**config.mk**
```make
export PLATFORM = sky130hd
export DESIGN_NAME = fpu_req_scheduler
export DESIGN_NICKNAME = d
export VERILOG_FILES = /design/src/rtl/fpu_pkg.sv /design/src/rtl/fpu_rr_arb.sv /design/src/rtl/fpu_req_scheduler.sv
export SDC_FILE = /design/constraint.sdc
export NUM_CORES = 1
export LEC_CHECK = 0
export ABC_CLOCK_PERIOD_IN_PS = 4500
export BUFFER_PORTS_ARGS = -buffer_cell sky130_fd_sc_hd__buf_4
export CAP_MARGIN = 20
export CELL_PAD_IN_SITES_DETAIL_PLACEMENT = 0
export CELL_PAD_IN_SITES_GLOBAL_PLACEMENT = 1
export CORE_AREA = 2 2 197 199
export CTS_CLUSTER_DIAMETER = 30
export DETAILED_ROUTE_END_ITERATION = 8
export DIE_AREA = 0 0 199 201
export GPL_TIMING_DRIVEN = 0
export HOLD_SLACK_MARGIN = 0.02
export PLACE_DENSITY_LB_ADDON = 0.25
export SETUP_SLACK_MARGIN = 0.02
export SYNTH_ARGS = -nofsm -noshare
export SYNTH_HDL_FRONTEND = slang
export SYNTH_HIERARCHICAL = 1
export SYNTH_SLANG_ARGS = --single-unit
```
**constraint.sdc**
```tcl
create_clock -name clk -period 4.5 [get_ports clk]
set_input_delay 1.35 -clock clk [delete_from_list [all_inputs] [get_ports clk]]
set_output_delay 1.35 -clock clk [all_outputs]
set_load 0.005 [all_outputs]
```
**src/rtl/fpu_pkg.sv**
```systemverilog
// Shared sizing and payload types for the FPU request scheduler slice.
package fpu_pkg;
    localparam int unsigned DP_LATENCY = 2;
    localparam int unsigned NUM_REQ    = 2;
    localparam int unsigned OP_W       = 128;
    localparam int unsigned RES_W      = 32;
    localparam int unsigned ID_W       = 1;

    // Dot-product operand bundle: result = a*b + c*d
    typedef struct packed {
        logic [31:0] d;
        logic [31:0] c;
        logic [31:0] b;
        logic [31:0] a;
    } dot_op_t;

    typedef struct packed {
        logic            valid;
        logic [ID_W-1:0] id;
    } tag_t;
endpackage

```
**src/rtl/fpu_rr_arb.sv**
```systemverilog
// Two-way round-robin arbiter; on a tie the requester not granted last wins.
module fpu_rr_arb
    import fpu_pkg::*;
(
    input  logic               clk,
    input  logic               rst,
    input  logic [NUM_REQ-1:0] eligible,
    output logic [NUM_REQ-1:0] grant_c
);
    logic last_q;

    always_comb begin
        grant_c = '0;
        if (eligible[0] && eligible[1]) begin
            grant_c = last_q ? NUM_REQ'(1) : NUM_REQ'(2);
        end else begin
            grant_c = eligible;
        end
    end

    // Reset leaves last_q at 1 so requester 0 wins the first tie
    always_ff @(posedge clk) begin
        if (rst) begin
            last_q <= 1'b1;
        end else if (|grant_c) begin
            last_q <= grant_c[1];
        end
    end
endmodule

```
**src/rtl/fpu_req_scheduler.sv**
```systemverilog
// Shares one fixed-latency dot-product datapath between two requesters,
// tracking in-flight jobs with a tag pipe and holding results until taken.
module fpu_req_scheduler
    import fpu_pkg::*;
#(
    parameter int unsigned LATENCY = DP_LATENCY,
    parameter int unsigned CNT_W   = 16
) (
    input  logic              clk,
    input  logic              rst,
    input  logic              req0_valid,
    input  logic [OP_W-1:0]   req0_op,
    output logic              req0_ready,
    output logic              res0_valid,
    output logic [RES_W-1:0]  res0_data,
    input  logic              res0_ready,
    input  logic              req1_valid,
    input  logic [OP_W-1:0]   req1_op,
    output logic              req1_ready,
    output logic              res1_valid,
    output logic [RES_W-1:0]  res1_data,
    input  logic              res1_ready,
    output logic              dp_valid,
    output logic [OP_W-1:0]   dp_op,
    input  logic [RES_W-1:0]  dp_result,
    output logic              busy,
    output logic [CNT_W-1:0]  jobs_issued
);
    logic [NUM_REQ-1:0] out_q;
    logic [NUM_REQ-1:0] out_d;
    logic [NUM_REQ-1:0] eligible;
    logic [NUM_REQ-1:0] grant;
    logic [NUM_REQ-1:0] res_valid_q;
    logic [NUM_REQ-1:0] res_ready;
    logic [NUM_REQ-1:0] take;
    logic [RES_W-1:0]   res_data_q [NUM_REQ];
    tag_t               tag_q [LATENCY];
    tag_t               tag_in;
    tag_t               tag_out;

    // A requester with a job outstanding is never eligible, which also blocks
    // re-accept in the cycle its result is consumed
    assign eligible  = {req1_valid & ~out_q[1], req0_valid & ~out_q[0]} & {NUM_REQ{~rst}};
    assign res_ready = {res1_ready, res0_ready};
    assign take      = res_valid_q & res_ready;
    assign out_d     = (out_q & ~take) | grant;

    fpu_rr_arb u_arb (
        .clk      (clk),
        .rst      (rst),
        .eligible (eligible),
        .grant_c  (grant)
    );

    assign req0_ready = grant[0];
    assign req1_ready = grant[1];
    assign dp_valid   = |grant;

    always_comb begin
        dp_op = '0;
        if (grant[0]) begin
            dp_op = req0_op;
        end else if (grant[1]) begin
            dp_op = req1_op;
        end
    end

    assign tag_in.valid = |grant;
    assign tag_in.id    = ID_W'(grant[1]);
    assign tag_out      = tag_q[LATENCY-1];

    assign res0_valid = res_valid_q[0];
    assign res1_valid = res_valid_q[1];
    assign res0_data  = res_data_q[0];
    assign res1_data  = res_data_q[1];

    // Job tracking, tag pipe, result slots and issue counter
    always_ff @(posedge clk) begin
        if (rst) begin
            out_q       <= '0;
            busy        <= 1'b0;
            jobs_issued <= '0;
            res_valid_q <= '0;
            for (int i = 0; i < int'(LATENCY); i++) begin
                tag_q[i] <= '0;
            end
            for (int n = 0; n < int'(NUM_REQ); n++) begin
                res_data_q[n] <= '0;
            end
        end else begin
            out_q <= out_d;
            busy  <= |out_d;
            if (dp_valid) begin
                jobs_issued <= jobs_issued + CNT_W'(1);
            end
            tag_q[0] <= tag_in;
            for (int i = 1; i < int'(LATENCY); i++) begin
                tag_q[i] <= tag_q[i-1];
            end
            for (int n = 0; n < int'(NUM_REQ); n++) begin
                if (take[n]) begin
                    res_valid_q[n] <= 1'b0;
                end
                if (tag_out.valid && (tag_out.id == ID_W'(n))) begin
                    res_valid_q[n] <= 1'b1;
                    res_data_q[n]  <= dp_result;
                end
            end
        end
    end
endmodule

```
==> impl_metrics.ini <==
[worst_setup_path]
reg2reg_slack_ps = 2380
critical_path_class = in2out
critPathBufInv = 5
worst-path-max-fanout = 15
critical_path.cell_chain = buf_6 > nor3b_4 > a21boi_4 > buf_8 > nor2b_4 > clkbuf_4 > clkbuf_4 > a22o_1 > buf_4
timing.rr.start = out_q[0]$_SDFF_PP0_
critPathCaptureType = primary output
cp-start-kind = input port
critical-path-top-delay-family = buffers and inverters
worstPathArrival_ps = 3030
cpMostUsedCell = clkbuf_4
slowest_stage = nor3b_4
r2r_end = jobs_issued[15]$_SDFFE_PP0P_
rr_worst_depth = 8
cpPeakStageDelay_ps = 300
required_ps = 3150

[global_route]
grt-ovfl-total = 0
grt_antenna_before_repair = 11
track_usage_pct = 17.8
grt_pass1_wl_mm = 48.0
grt_start_max_net_pins = 33
grt_pass1_vias = 5720

[sta]
fin_ws_ps = 116
slew_headroom_pct = 40.1
min_period_ps = 4380
finalSetupViolations = 0
finalHoldViolCount = 0
fin_crit_sh_pct = 97.4
setup_tns_ps = 0
skew_ps = 6.22
max_freq_mhz = 228
slew_violations = 0
hold_slack_ps = 439
rsz0062_at_grt = no
tightestPinTransition_ps = 899

[min_path]
hold_class = reg2reg
whs_endpoint = tag_q[0][2]$_SDFF_PP0_
hold_depth = 1
min_from = tag_q[0][0]$_SDFF_PP0_

[route]
first_pass_iters = 4
wl_met3_mm = 4.45
met2WireLength_mm = 17.2
vias_per_cell = 3.93
routedWlPerCell_um = 26.0
top_layer = met5
met1_length_mm = 14.8
routed_wl_mm = 37.2
dr_total_vias = 5633
drc = 0
ant_nets = 0
drtIter0Drc = 263

[floorplan]
initial_core_util_pct = 11.8
die_h_um = 201
coreArea_mm2 = 0.0381
num_rows = 72
ios = 508
die-area_mm2 = 0.0400
dieWidth_um = 199

[logic_synthesis]
synth-edff-count = 64
synth_nets = 672
synth_warnings = 6
yosys-top-cells-count = 127 x a22o_1, 64 x edfxtp_1, 34 x and2_1, 26 x dfxtp_1, 25 x clkbuf_1
yosysSeqAreaShare_pct = 54.5
syn_inst = 377
avgSynthCellArea_um2 = 11.9
synth.most_common_cell = a22o_1
synth_top_area_share_pct = 42.9
ys.flop_type = edfxtp_1
synth_seq_cells = 90
synthTopCellsByArea = edfxtp_1 43%, a22o_1 25%, dfxtp_1 12%
synth_cell_types = 36
syn_area_mm2 = 0.00448
synth_area_leader_cell = edfxtp_1
synthArstFlopShare_pct = 0

[clock_network]
cts_buffers = 9
cts-root-buf = clkbuf_16
cts.path.max_buffers = 2
clkSinkCount = 90
path_clk_slew_ps = 70
cts_tree = done
htree_num_levels = 3
clk_latency_ps = 340
cts_hold_repair.buffers = 0

[placed_design]
port_buffers = 507
pre_cts_ws_ps = -1400
hpwl_mm = 32.1
place_congestion = 0.965

[power]
p_leak_nw = 4.54
ir_worst_vdd_mv = 0.149
cellPowerDensity_mw_per_mm2 = 255
totalPowerFinal_mw = 2.42

[flow_run]
maxCapViolCount = 0

[final_layout]
syn_to_final_growth_pct = 112
nNetsFinal = 1195
drive_gt1_share_pct = 63.4

[outcome]
status = finished, final reports clean
-- stage by stage --
stage	area (um^2)	utilization [%]	std cells
4_1_cts	9370	24.6	1419
3_5_place_dp	8940	23.5	1402
2_1_floorplan	4480	-	377
6_report	9500	24.9	1433
3_3_place_gp	8940	23.5	1402
5_1_grt	9490	24.9	1429
-- how the worst max path moves through the flow --
stage,from,slack (ps),end,cells after the start
after floorplan,rst,180,dp_op[100],7
after global placement,rst,-1440,dp_op[75],9
after detailed placement,rst,-1400,dp_op[75],9
after CTS,rst,9,dp_op[109],10
after global routing,rst,30,dp_op[9],10
final,rst,120,dp_op[52],9
-- layout make-up --
cell class                      instances  area [um^2]
Fill cell                            4167        28600
Antenna cell                           10         25.0
Multi-Input combinational cell        248         1950
Clock buffer                           10          239
Clock inverter                          6         65.1
Buffer                                 35          260
Timing Repair Buffer                  513         3850
Inverter                                3         11.3
Sequential cell                        90         2440
Tap cell                              518          648
-- sequential cells by signal, indices dropped and copies added, names as in the netlist --
signal	flops
jobs_issued	16
res_data_q	64
tag_q	4
res_valid_q	2
out_q	2
u_arb/last_q	1
busy	1
-- timing repair --
item,CTS,global route
gates resized for setup,47,25
endpoints found under the setup margin,129,62
setup buffers,2,3
pin swaps,2,3
gates cloned,0,1
-- layer usage --
metal	vias up	GRT usage (%)
met3	28	8.13
met1	2726	21.7
li1	2537	-
met2	336	27.8
met4	6	5.60
met5	-	0
-- cells by family after synthesis --
group | count (synthesis) | synth area share (%)
XOR/XNOR | 12 | 2.34
multiplexers | 1 | 0.335
AO/OA/AOI/OAI | 142 | 27.1
AND/OR/NAND/NOR | 92 | 11.8
adder cells (fa/ha/maj) | 1 | 0.279
buffers and inverters | 39 | 3.68
flip-flops | 90 | 54.5
-- power by group --
part / total, mW / switching, mW / leakage (nW) / internal [mW]
logic: 0.700 / 0.298 / 3.52 / 0.402
registers: 0.939 / 0.0147 / 0.873 / 0.925
clock network: 0.780 / 0.333 / 0.149 / 0.447
total: 2.42 / 0.645 / 4.54 / 1.77
-- layout by cell type, fill, tap and decap left out, types with 9 or more instances in the layout --
cell and instances:
nand2_1 12, diode_2 10, clkbuf_4 9, xor2_1 10
clkbuf_16 9, nor2_1 18, edfxtp_1 64, a22o_1 124
and2_1 33, buf_4 512, dfxtp_1 26
Power figures use the tool's default switching activity.
